## src/rtl/muldiv_seq_unit.sv

```systemverilog
// Iterative RV M-extension unit: radix-2 shift-add multiply, restoring divide,
// with single-cycle results for divide-by-zero and signed overflow.
module muldiv_seq_unit #(
    parameter int         XLEN      = 32,
    parameter logic [2:0] R_TYPE_OP = 3'b000
) (
    input  logic            i_clk,
    input  logic            i_rst,
    input  logic            i_valid,
    output logic            o_ready,
    input  logic [2:0]      i_alu_op,
    input  logic [2:0]      i_funct3,
    input  logic [6:0]      i_funct7,
    output logic            o_is_muldiv,
    input  logic [XLEN-1:0] i_rs1,
    input  logic [XLEN-1:0] i_rs2,
    input  logic            i_kill,
    output logic            o_busy,
    output logic            o_done,
    output logic [XLEN-1:0] o_result
);

    localparam int CW = $clog2(XLEN);

    typedef enum logic [1:0] {
        S_IDLE,
        S_MUL,
        S_DIV,
        S_DONE
    } state_t;

    state_t            state_q, state_d;
    logic [CW-1:0]     cnt_q, cnt_d;
    logic [2*XLEN-1:0] acc_q, acc_d;
    logic [XLEN-1:0]   opb_q, opb_d;
    logic [XLEN-1:0]   res_q, res_d;
    logic [2:0]        f3_q, f3_d;
    logic              neg_q, neg_d;

    logic              accept;
    logic              a_sgn, b_sgn;
    logic              a_neg, b_neg;
    logic              div_zero, div_ovf;
    logic [XLEN-1:0]   a_mag, b_mag;
    logic [XLEN:0]     mul_sum, div_diff;
    logic [2*XLEN-1:0] mul_step, div_step, prod_fix;
    logic [XLEN-1:0]   mul_res, div_raw, div_res;

    assign o_is_muldiv = (i_alu_op == R_TYPE_OP) && (i_funct7 == 7'b0000001);
    assign accept      = (state_q == S_IDLE) & i_valid & o_is_muldiv & ~i_kill;

    // Which operands are interpreted as signed for each funct3
    always_comb begin
        a_sgn = 1'b0;
        b_sgn = 1'b0;
        unique case (i_funct3)
            3'b001:         begin a_sgn = 1'b1; b_sgn = 1'b1; end
            3'b010:         a_sgn = 1'b1;
            3'b100, 3'b110: begin a_sgn = 1'b1; b_sgn = 1'b1; end
            default:        ;
        endcase
    end

    assign a_neg    = a_sgn & i_rs1[XLEN-1];
    assign b_neg    = b_sgn & i_rs2[XLEN-1];
    assign a_mag    = a_neg ? -i_rs1 : i_rs1;
    assign b_mag    = b_neg ? -i_rs2 : i_rs2;
    assign div_zero = ~|i_rs2;
    assign div_ovf  = (i_rs1 == {1'b1, {(XLEN-1){1'b0}}}) & (&i_rs2);

    // acc = {partial product, remaining multiplier bits}
    assign mul_sum  = {1'b0, acc_q[2*XLEN-1:XLEN]}
                    + (acc_q[0] ? {1'b0, opb_q} : '0);
    assign mul_step = {mul_sum, acc_q[XLEN-1:1]};
    assign prod_fix = neg_q ? -mul_step : mul_step;
    assign mul_res  = (f3_q[1:0] == 2'b00) ? prod_fix[XLEN-1:0]
                                           : prod_fix[2*XLEN-1:XLEN];

    // acc = {partial remainder, dividend bits / quotient bits}
    assign div_diff = acc_q[2*XLEN-1:XLEN-1] - {1'b0, opb_q};
    assign div_step = div_diff[XLEN]
                    ? {acc_q[2*XLEN-2:0], 1'b0}
                    : {div_diff[XLEN-1:0], acc_q[XLEN-2:0], 1'b1};
    assign div_raw  = f3_q[1] ? div_step[2*XLEN-1:XLEN] : div_step[XLEN-1:0];
    assign div_res  = neg_q ? -div_raw : div_raw;

    always_comb begin
        state_d = state_q;
        cnt_d   = cnt_q;
        acc_d   = acc_q;
        opb_d   = opb_q;
        res_d   = res_q;
        f3_d    = f3_q;
        neg_d   = neg_q;
        unique case (state_q)
            S_IDLE: begin
                if (accept) begin
                    f3_d  = i_funct3;
                    cnt_d = CW'(XLEN - 1);
                    if (!i_funct3[2]) begin
                        acc_d   = {{XLEN{1'b0}}, b_mag};
                        opb_d   = a_mag;
                        neg_d   = a_neg ^ b_neg;
                        state_d = S_MUL;
                    end else if (div_zero) begin
                        res_d   = i_funct3[1] ? i_rs1 : '1;
                        state_d = S_DONE;
                    end else if (div_ovf && !i_funct3[0]) begin
                        res_d   = i_funct3[1] ? '0 : i_rs1;
                        state_d = S_DONE;
                    end else begin
                        acc_d   = {{XLEN{1'b0}}, a_mag};
                        opb_d   = b_mag;
                        neg_d   = i_funct3[1] ? a_neg : (a_neg ^ b_neg);
                        state_d = S_DIV;
                    end
                end
            end
            S_MUL: begin
                acc_d = mul_step;
                cnt_d = cnt_q - CW'(1);
                if (cnt_q == '0) begin
                    res_d   = mul_res;
                    state_d = S_DONE;
                end
            end
            S_DIV: begin
                acc_d = div_step;
                cnt_d = cnt_q - CW'(1);
                if (cnt_q == '0) begin
                    res_d   = div_res;
                    state_d = S_DONE;
                end
            end
            S_DONE: state_d = S_IDLE;
            default: state_d = S_IDLE;
        endcase
        if (i_kill) begin
            state_d = S_IDLE;
            res_d   = res_q;
        end
    end

    always_ff @(posedge i_clk) begin
        if (i_rst) begin
            state_q <= S_IDLE;
            cnt_q   <= '0;
            acc_q   <= '0;
            opb_q   <= '0;
            res_q   <= '0;
            f3_q    <= '0;
            neg_q   <= 1'b0;
        end else begin
            state_q <= state_d;
            cnt_q   <= cnt_d;
            acc_q   <= acc_d;
            opb_q   <= opb_d;
            res_q   <= res_d;
            f3_q    <= f3_d;
            neg_q   <= neg_d;
        end
    end

    assign o_ready  = (state_q == S_IDLE) & ~i_rst;
    assign o_busy   = (state_q != S_IDLE);
    assign o_done   = (state_q == S_DONE);
    assign o_result = res_q;

endmodule

```

## config.mk

```make
export PLATFORM = sky130hd
export DESIGN_NAME = muldiv_seq_unit
export DESIGN_NICKNAME = d
export VERILOG_FILES = /design/src/rtl/muldiv_seq_unit.sv
export SDC_FILE = /design/constraint.sdc
export NUM_CORES = 1
export LEC_CHECK = 0
export ABC_CLOCK_PERIOD_IN_PS = 11370
export CAP_MARGIN = 20
export CORE_MARGIN = 1.5
export CORE_UTILIZATION = 55
export CTS_BUF_LIST = sky130_fd_sc_hd__clkbuf_4 sky130_fd_sc_hd__clkbuf_8
export CTS_CLUSTER_SIZE = 24
export DETAILED_ROUTE_END_ITERATION = 16
export PLACE_DENSITY = 0.75
export SLEW_MARGIN = 20
export SYNTH_ARGS = -nofsm -noshare
export SYNTH_HDL_FRONTEND = slang
export SYNTH_SLANG_ARGS = --single-unit
```

## constraint.sdc

```tcl
create_clock -name i_clk -period 11.37 [get_ports i_clk]
set_input_delay 1.7055 -clock i_clk [delete_from_list [all_inputs] [get_ports i_clk]]
set_output_delay 1.7055 -clock i_clk [all_outputs]
set_load 0.01 [all_outputs]
```

==> impl_summary.md, run 1 <==
Synth
Synthesis instantiated 93 different standard cells from the library. The cell type with the highest aggregate area in the netlist is sky130_fd_sc_hd__dfxtp_1. The share of the Yosys chip area taken by registers is 16.05%. The share of the synthesized area in the top cell type is 16.05%. Among all flip-flop cells after synthesis, the most frequent one is sky130_fd_sc_hd__dfxtp_1. The synthesized design contains 138 register bits. In the post-synthesis netlist, the biggest area contributors are sky130_fd_sc_hd__dfxtp_1 16%, sky130_fd_sc_hd__a21oi_1 7.7%, sky130_fd_sc_hd__nand2_1 6.9%. Counting flops with a built-in enable in the synthesized netlist gives 0. The post-synthesis cell area is 17210 µm². The synthesis warning total is 0. The synthesized instance count is 2544. The synthesized net count is 2702. The average cell area after synthesis is 6.765 µm². For this run, asynchronously set or reset flops after synthesis account for 0%.

Critical path
The worst setup path category is input port to flip-flop. By instance count, the cell type seen most on the critical path is sky130_fd_sc_hd__buf_4. STA puts the critical path data required time at 11720 ps. The largest delay contributor family on the critical path is simple AND/OR/NAND/NOR gates. Traced cell by cell, the critical path runs through clkdlybuf4s50_1, or4_1, nor4_1, or4b_2, nor4_4, buf_4, o21ai_0, nand2b_2, a21o_2, buf_4, a21oi_1, a22oi_1, nor2_1. The capturing element type of the critical path is a flip-flop. The biggest cell delay along the critical path is 800 ps.

The number of buffer and inverter instances along the worst setup path is 3. STA puts the critical path data arrival time at 6900 ps. STA classifies the critical path startpoint as an input port.

The maximum fanout encountered on the critical timing path is 69. On the critical path, the stage with the largest delay is an instance of sky130_fd_sc_hd__nand2b_2.

Detailed routing
The detailed-route vias per instance is 6.934. The residual antenna-violating net count after detailed routing is 0. In the routed design, unresolved DRC markers number 0. The routed design has 71150 µm of wire. The mean routed wirelength per cell is 24.41 µm. The first detailed-routing pass ran for 6 iterations. The count of routing violations after the opening detailed-route iteration is 2644. The detailed-route via count is 20210.

Final layout
0 antenna diodes ended up in the layout. The post-route netlist has 4.843% of its cells at a drive strength greater than 1. The net count of the finished layout is 2664. The area growth from synthesis to layout is 8.964%. In the final layout, the multi-input gates occupy 13430 µm².

After filler insertion, the fill cell instance count of the layout stands at 2932. The final instance area is 18750 µm². Registers take 2765 µm².

GRT
The initial antenna violation count came to 1. Global routing used 42.38% of the available tracks across all layers. The total overflow left after global routing is 0. Entering global routing, the biggest net connects 93 pins. The via count of the first global-routing pass is 18400. The global-route wire length before repair is 107900 µm.

Clock network
In this run, post-CTS hold repair placed 0 buffers. After clock tree synthesis, the repair step resized 0 gates. The clock-pin transition on the worst setup and hold timing paths is 90 ps.

The CTS tree is yes. The maximum clock insertion buffer count is 2. The root buffer selected by CTS is sky130_fd_sc_hd__clkbuf_8.

After clock tree synthesis, the setup repair step added 0 buffers. The clock latency reported for the late side of the worst-skew pair is 500 ps. The TritonCTS buffer count is 17.

The number of clock sinks is 138. The number of H-tree branching levels is 4.

Power and ir drop
In this run, the combinational gates consume 15.4% of the power. The static power due to leakage is 0.006986 µW. In this run, the clock network consumes 41.0% of the power.

The total internal power is 750.4 µW. VDD sags by at most 0.00007151 V. Overall power consumption after layout is estimated at 1107 µW. The cell area power density is 59.04 nW/µm². Per report_power, the sequential group accounts for 43.6% of the total. For this design the total switching power over the nets is 356.7 µW.

Net switching is 32.22% of the power.

STA
The maximum clock frequency is 152.7 MHz. After routing, the total negative slack on setup checks comes to 0 ps. The final clock period utilization by the worst path is 57.61%.

Setup repair after global routing left no endpoint under its margin. The final hold violation count was 0. The number of pins with negative max-slew slack in the final report was 0. The measured slew at the worst slew-check pin is 1091 ps. For the finished layout, the period the worst path requires is 6551 ps. For the final database, setup skew stands at 25.75 ps. Setup violations remaining at the end of the flow were counted as 0. The worst slew slack as a fraction of its limit is 27.10%.

Die
The area of the core is 30670 µm². The floorplan step set the die height to 179.9 µm. The floorplan step defined a die boundary enclosing 32360 µm². The count of standard-cell rows is 64. During I/O placement, the number of pins put on the boundary was 117. The chip width is 179.9 µm. The initial cell density of the core is 56.11%.

Placed design
During placement, the flow inserted port buffers numbering 116. The congestion estimate from routability-driven global placement came to 1.066. Summing all placed instances gives a cell area of 18330 µm². Detailed placement ended at an HPWL of 54420 µm.

Worst hold path
The classification of the worst-slack hold path is flip-flop to flip-flop.

Status
The run finished with clean final reports.

Flow run
The max-cap violation count is 0.
## layout by cell type, fill, tap and decap left out, drive strengths merged, types with 37 or more instances in the layout
| cell type | synthesis | layout |
|---|---|---|
| xnor2 | 83 | 83 |
| clkdlybuf4s50 | 0 | 114 |
| o211ai | 51 | 51 |
| o21ai | 193 | 193 |
| mux2i | 51 | 51 |
| nand3 | 60 | 60 |
| ha | 75 | 75 |
| and2 | 52 | 52 |
| nor3 | 81 | 81 |
| dfxtp | 138 | 138 |
| nor4 | 37 | 37 |
| nor2 | 234 | 234 |
| a211oi | 42 | 42 |
| nand2 | 317 | 317 |
| xor2 | 70 | 70 |
| inv | 77 | 85 |
| a21oi | 265 | 265 |
## layout make-up
type	count	area share, %
Inverter	79	1.581
Sequential cell	138	14.75
Clock buffer	17	1.248
Clock inverter	15	0.9542
Multi-Input combinational cell	2128	71.64
Tap cell	396	2.642
Timing Repair Buffer	142	7.193
## power by group through the flow
stage | Sequential [µW] | Clock [µW] | Combinational, µW
3_3_place_gp | 494 | 0 | 163
6_report | 483 | 453 | 171
3_5_place_dp | 494 | 0 | 165
4_1_cts | 483 | 445 | 166
2_1_floorplan | 494 | 0 | 86.0
5_1_grt | 483 | 468 | 179
## per-stage QoR
step | util, % | std cells | hold slack [ps] | worst slack [ps]
finish | 61.14 | 2915 | 473.8 | 4819
detailed placement | 59.77 | 2883 | 451.5 | 4415
floorplan | - | 2544 | 440.3 | 6423
global placement | 59.77 | 2883 | 449.2 | 4571
global route | 61.14 | 2915 | 497.7 | 4472
CTS | 61.12 | 2915 | 472.8 | 4899
## cells by family after synthesis
logic type | share of synthesized area (%)
adder cells (fa/ha/maj) | 7.082
AND/OR/NAND/NOR | 26.38
flip-flops | 16.05
XOR/XNOR | 7.787
buffers and inverters | 6.238
AO/OA/AOI/OAI | 32.51
multiplexers | 3.948
## synthesized netlist by cell type, types with 27 or more instances
cell type,count
sky130_fd_sc_hd__a21oi_1,265
sky130_fd_sc_hd__nor2_1,234
sky130_fd_sc_hd__xor2_1,70
sky130_fd_sc_hd__inv_1,76
sky130_fd_sc_hd__a221o_1,31
sky130_fd_sc_hd__nor4_1,35
sky130_fd_sc_hd__or3_1,27
sky130_fd_sc_hd__mux2i_1,51
sky130_fd_sc_hd__nand2_1,317
sky130_fd_sc_hd__a211oi_1,40
sky130_fd_sc_hd__nor3_1,80
sky130_fd_sc_hd__a21o_1,33
sky130_fd_sc_hd__dfxtp_1,138
sky130_fd_sc_hd__xnor2_1,83
sky130_fd_sc_hd__clkbuf_1,167
sky130_fd_sc_hd__and2_1,52
sky130_fd_sc_hd__a31oi_1,27
sky130_fd_sc_hd__ha_1,75
sky130_fd_sc_hd__o31ai_1,30
sky130_fd_sc_hd__o211ai_1,51
sky130_fd_sc_hd__nand3_1,60
sky130_fd_sc_hd__o21ai_0,187
## metal layers
metal	vias to the layer above	routed length, µm	track usage [%]
met5	-	0	0
met4	0	4802	26.63
met3	238	8126	9.866
met2	1270	31270	66.48
met1	9436	26950	52.31
li1	9270	-	-
## final timing paths
| kind | slack (ps) | cells past startpoint | from | endpoint |
|---|---|---|---|---|
| worst min-delay path | 470 | 2 | o_result[14] | o_result[14] |
| worst min register to register | 470 | 2 | o_result[14] | o_result[14] |
| worst max-delay path | 4820 | 13 | i_rs2[17] | acc_q[32] |
| worst max register to register | 5030 | 18 | acc_q[31] | o_result[18] |
## worst register-to-register path: stages (launching register included)
cell and delay, ps:
sky130_fd_sc_hd__dfxtp_1 390, sky130_fd_sc_hd__inv_1 280, sky130_fd_sc_hd__ha_1 240, sky130_fd_sc_hd__inv_1 60
sky130_fd_sc_hd__fa_1 430, sky130_fd_sc_hd__a211oi_1 410, sky130_fd_sc_hd__or3_1 290, sky130_fd_sc_hd__a211oi_2 140
sky130_fd_sc_hd__o2111ai_1 670, sky130_fd_sc_hd__a21boi_1 350, sky130_fd_sc_hd__buf_4 280, sky130_fd_sc_hd__nor2_4 100
sky130_fd_sc_hd__buf_4 460, sky130_fd_sc_hd__o221ai_1 280, sky130_fd_sc_hd__nand2b_1 290, sky130_fd_sc_hd__or4b_1 530
sky130_fd_sc_hd__and3_1 180, sky130_fd_sc_hd__o21ai_0 650, sky130_fd_sc_hd__a22oi_1 150
## sequential cells by signal, indices dropped and copies added, names as in the netlist
register / cells
opb_q: 32
o_result: 32
neg_q: 1
f3_q: 2
state_q: 2
cnt_q: 5
acc_q: 64
(Power assumes the default switching activity.)
==> run 2, diff against run 1 <==
--- a/config.mk
+++ b/config.mk
@@ -5,7 +5,7 @@
 export SDC_FILE = /design/constraint.sdc
 export NUM_CORES = 1
 export LEC_CHECK = 0
-export ABC_CLOCK_PERIOD_IN_PS = 11370
+export ABC_CLOCK_PERIOD_IN_PS = 6500
 export CAP_MARGIN = 20
 export CORE_MARGIN = 1.5
 export CORE_UTILIZATION = 55
==> constraint.sdc (replaced) <==
create_clock -name i_clk -period 6.5 [get_ports i_clk]
set_input_delay 0.975 -clock i_clk [delete_from_list [all_inputs] [get_ports i_clk]]
set_output_delay 0.975 -clock i_clk [all_outputs]
set_load 0.01 [all_outputs]
==> run 2 against run 1 <==
  * Power grew 71%
  * Non-clock buffer count grew 14
  * Cell count grew 0.48%
  * Setup slack lost 3900 ps
==> impl_summary.md, run 2 (same netlist as run 1, synthesis figures left out) <==
STA
The measured slew at the worst slew-check pin was 1203 ps (+111.7 ps). The number of pins with negative max-slew slack in the final report is 0 (unchanged). The setup TNS came to 0 ps (unchanged).

The clock tree skew after final layout is 19.62 ps (-6.135 ps). The final hold violation count is 0 (unchanged). Setup repair after global routing left no endpoint under its margin.

The final clock period utilization by the worst path is 86.07%. The final setup violation count was 0 (unchanged). The worst slew slack as a fraction of its limit is 19.33% (-7.8 points). Based on the critical path, the design can be clocked at up to 178.8 MHz. After layout, the minimum clock period comes to 5594 ps.

GRT
The overflow left after global routing came to 0 (unchanged). The initial antenna violation count is 0 (-1). The largest net degree at the start of global routing is 93 (unchanged). The global-route wire length before repair was 111800 µm (+3.6%).

The via count of the first global-routing pass is 18830 (+2.4%). The combined global-route utilization of all metal layers is 44.23% (+1.9 points).

Worst hold path
The worst hold path belongs to the class flip-flop to flip-flop.

Critical path
The startpoint identified for the worst register-to-register timing path is opb_q[23]. The master of the slowest instance on the critical path is sky130_fd_sc_hd__a2111oi_0. The capturing element type of the critical path is a flip-flop. The endpoint of the worst register-to-register path is o_result[28]. The worst setup path category is flip-flop to flip-flop. The required time of the critical path is 6840 ps (-4880 ps). By instance count, the cell type seen most on the critical path is sky130_fd_sc_hd__a211oi_1. The end point of the critical path is o_result[28].

The register-to-register path setup slack is 910 ps (-4120 ps). The maximum fanout encountered on the critical timing path is 11 (-84%). The count of cells along the worst register-to-register path came to 14 (-4). The sort of element at the start of the critical path is a flip-flop. The arrival time of data at the critical path endpoint is 5930 ps (-970 ps). The biggest cell delay along the critical path came to 900 ps (+100 ps). The critical path launch point is opb_q[23].

Traced cell by cell, the critical path runs through inv_1, ha_1, nand2_1, nor2_1, a211oi_1, o31ai_2, o21ai_0, buf_4, a2111oi_0, a211oi_1, a21oi_1, nor4b_4, mux2i_1, a311oi_1.

Final layout
The net count of the finished layout is 2678 (+0.53%). The share of post-route cells with drive strength above 1 is 5.409% (+0.57 points). The final instance area is 18830 µm² (+0.44%). The fill cell instance count of the final layout is 2930 (-0.068%). The area growth from synthesis to layout is 9.444%. The flip-flop count of the largest register, all copies and words added came to 64 (unchanged). Leaving out fill and tap cells, the most frequent cell in the layout is sky130_fd_sc_hd__nand2_1. The top register by number of flip-flops is acc_q. The total inserted antenna cells came to 0 (unchanged). The utilization of the core after routing came to 61.41% (+0.27 points).

In the layout the commonest cells are 317 x sky130_fd_sc_hd__nand2_1, 264 x sky130_fd_sc_hd__a21oi_1, 232 x sky130_fd_sc_hd__nor2_1.

Detailed routing
The mean routed wirelength per cell is 25.33 µm (+3.8%). The final routed DRC violation total was 0 (unchanged). The number of search-and-repair iterations in the first detailed-routing pass was 6 (unchanged).

The detailed-route vias per instance was 7.025 (+1.3%). The residual antenna-violating net count after detailed routing is 0 (unchanged). The detailed-route via count is 20580 (+1.8%).

The total wire length came to 74180 µm (+4.3%). The count of routing violations after the opening detailed-route iteration is 2989 (+13%).

Clock network
The number of gates resized after cts is 0 (unchanged). TritonCTS built the clock tree. The clock-pin transition on the worst setup and hold timing paths was 100 ps (about the same). The post-CTS setup repair buffer count is 0 (unchanged).

The cell sitting at the root of the clock tree is a sky130_fd_sc_hd__clkbuf_8. The TritonCTS buffer count is 17 (unchanged). The number of H-tree branching levels is 4 (unchanged). The clock latency reported for the late side of the worst-skew pair was 490 ps (about the same). The quantity of hold-fixing buffers added after cts was 0 (unchanged). The number of clock sinks is 138 (unchanged).

The maximum clock insertion buffer count is 2 (unchanged).

Die
The count of standard-cell rows is 64 (unchanged). The initial cell density of the core is 56.11% (unchanged). The chip width is 179.9 µm (unchanged). The area of the core was 30670 µm² (unchanged).

The area of the die is 32360 µm² (unchanged). The overall die height is 179.9 µm (unchanged). The number of placed I/O pins is 117 (unchanged).

Power and ir drop
The static power due to leakage is 0.007032 µW (+0.66%). The peak supply drop is 0.0001187 V (+66%). The cell area power density is 100.5 nW/µm² (+70%). The total power was 1894 µW (+71%).

Placed design
The number of I/O port buffers is 116 (unchanged). The routability congestion estimate is 1.070 (+0.44%). The post-DP HPWL is 57010 µm (+4.8%). The cell area after placement was 18440 µm² (+0.57%).

Flow run
The max-cap violation count is 0 (unchanged).

Status
The run finished with clean final reports.
[run 2: cell types whose count changed in the layout (fill, tap and decap cells not counted)]
cell / change
sky130_fd_sc_hd__dfxtp_2: +1
sky130_fd_sc_hd__clkinv_4: -1
sky130_fd_sc_hd__dfxtp_1: -1
sky130_fd_sc_hd__clkinvlp_4: +2
sky130_fd_sc_hd__inv_1: -1
sky130_fd_sc_hd__buf_4: +14
sky130_fd_sc_hd__bufinv_16: -1
sky130_fd_sc_hd__clkinv_1: +1
[run 2: area by class of cell]
cell class                      instances  area [µm²]  share of cell area (%)
Multi-Input combinational cell       2128       13430                   71.32
Sequential cell                       138        2766                   14.69
Timing Repair Buffer                  156        1454                   7.719
Tap cell                              396       495.5                   2.631
Inverter                               79       296.5                   1.574
Clock buffer                           17       234.0                   1.242
Clock inverter                         15       155.1                  0.8238
[run 2: worst max-delay path, delay by kind of cell (launching register included)]
kind                       cells  cell delay (ps)
DFF                            1              510
AOI/OAI and AO/OA              7             2920
muxes                          1              150
and+or+nand+nor                3             1000
buffers and inverters          2              390
adders and majority gates      1              450
[run 2: how the worst min path moves through the flow]
stage	startpoint	end	slack, ps	cells after the start
floorplan	opb_q[10]	opb_q[10]	440	2
global placement	o_result[9]	o_result[9]	450	2
detailed placement	o_result[8]	o_result[8]	440	2
CTS	o_result[8]	o_result[8]	470	2
global route	o_result[8]	o_result[8]	490	2
finish	o_result[8]	o_result[8]	460	2
[run 2: layer usage]
metal  wire length, µm  track usage [%]  up-vias
met5                 0                0        -
met4              6103            31.80        0
met3              8659            9.299      315
met2             31740            68.20     1458
met1             27680            54.67     9506
li1                  -                -     9296
[run 2: stage by stage]
| stage | hold slack (ps) | instances | worst slack (ps) |
|---|---|---|---|
| finish | 461.7 | 2929 | 905.6 |
| floorplan | 440.3 | 2544 | 2050 |
| detailed placement | 444.7 | 2897 | 899.3 |
| CTS | 465.2 | 2929 | 981.9 |
| global placement | 446.6 | 2897 | 1018 |
| global route | 488.7 | 2929 | 744.7 |
[run 2: power by group]
part,leakage [µW],switching [µW],total [µW],internal (µW)
logic,0.00573,185,297,112
clock network,0.000186,435,751,316
registers,0.00111,0.415,845,845
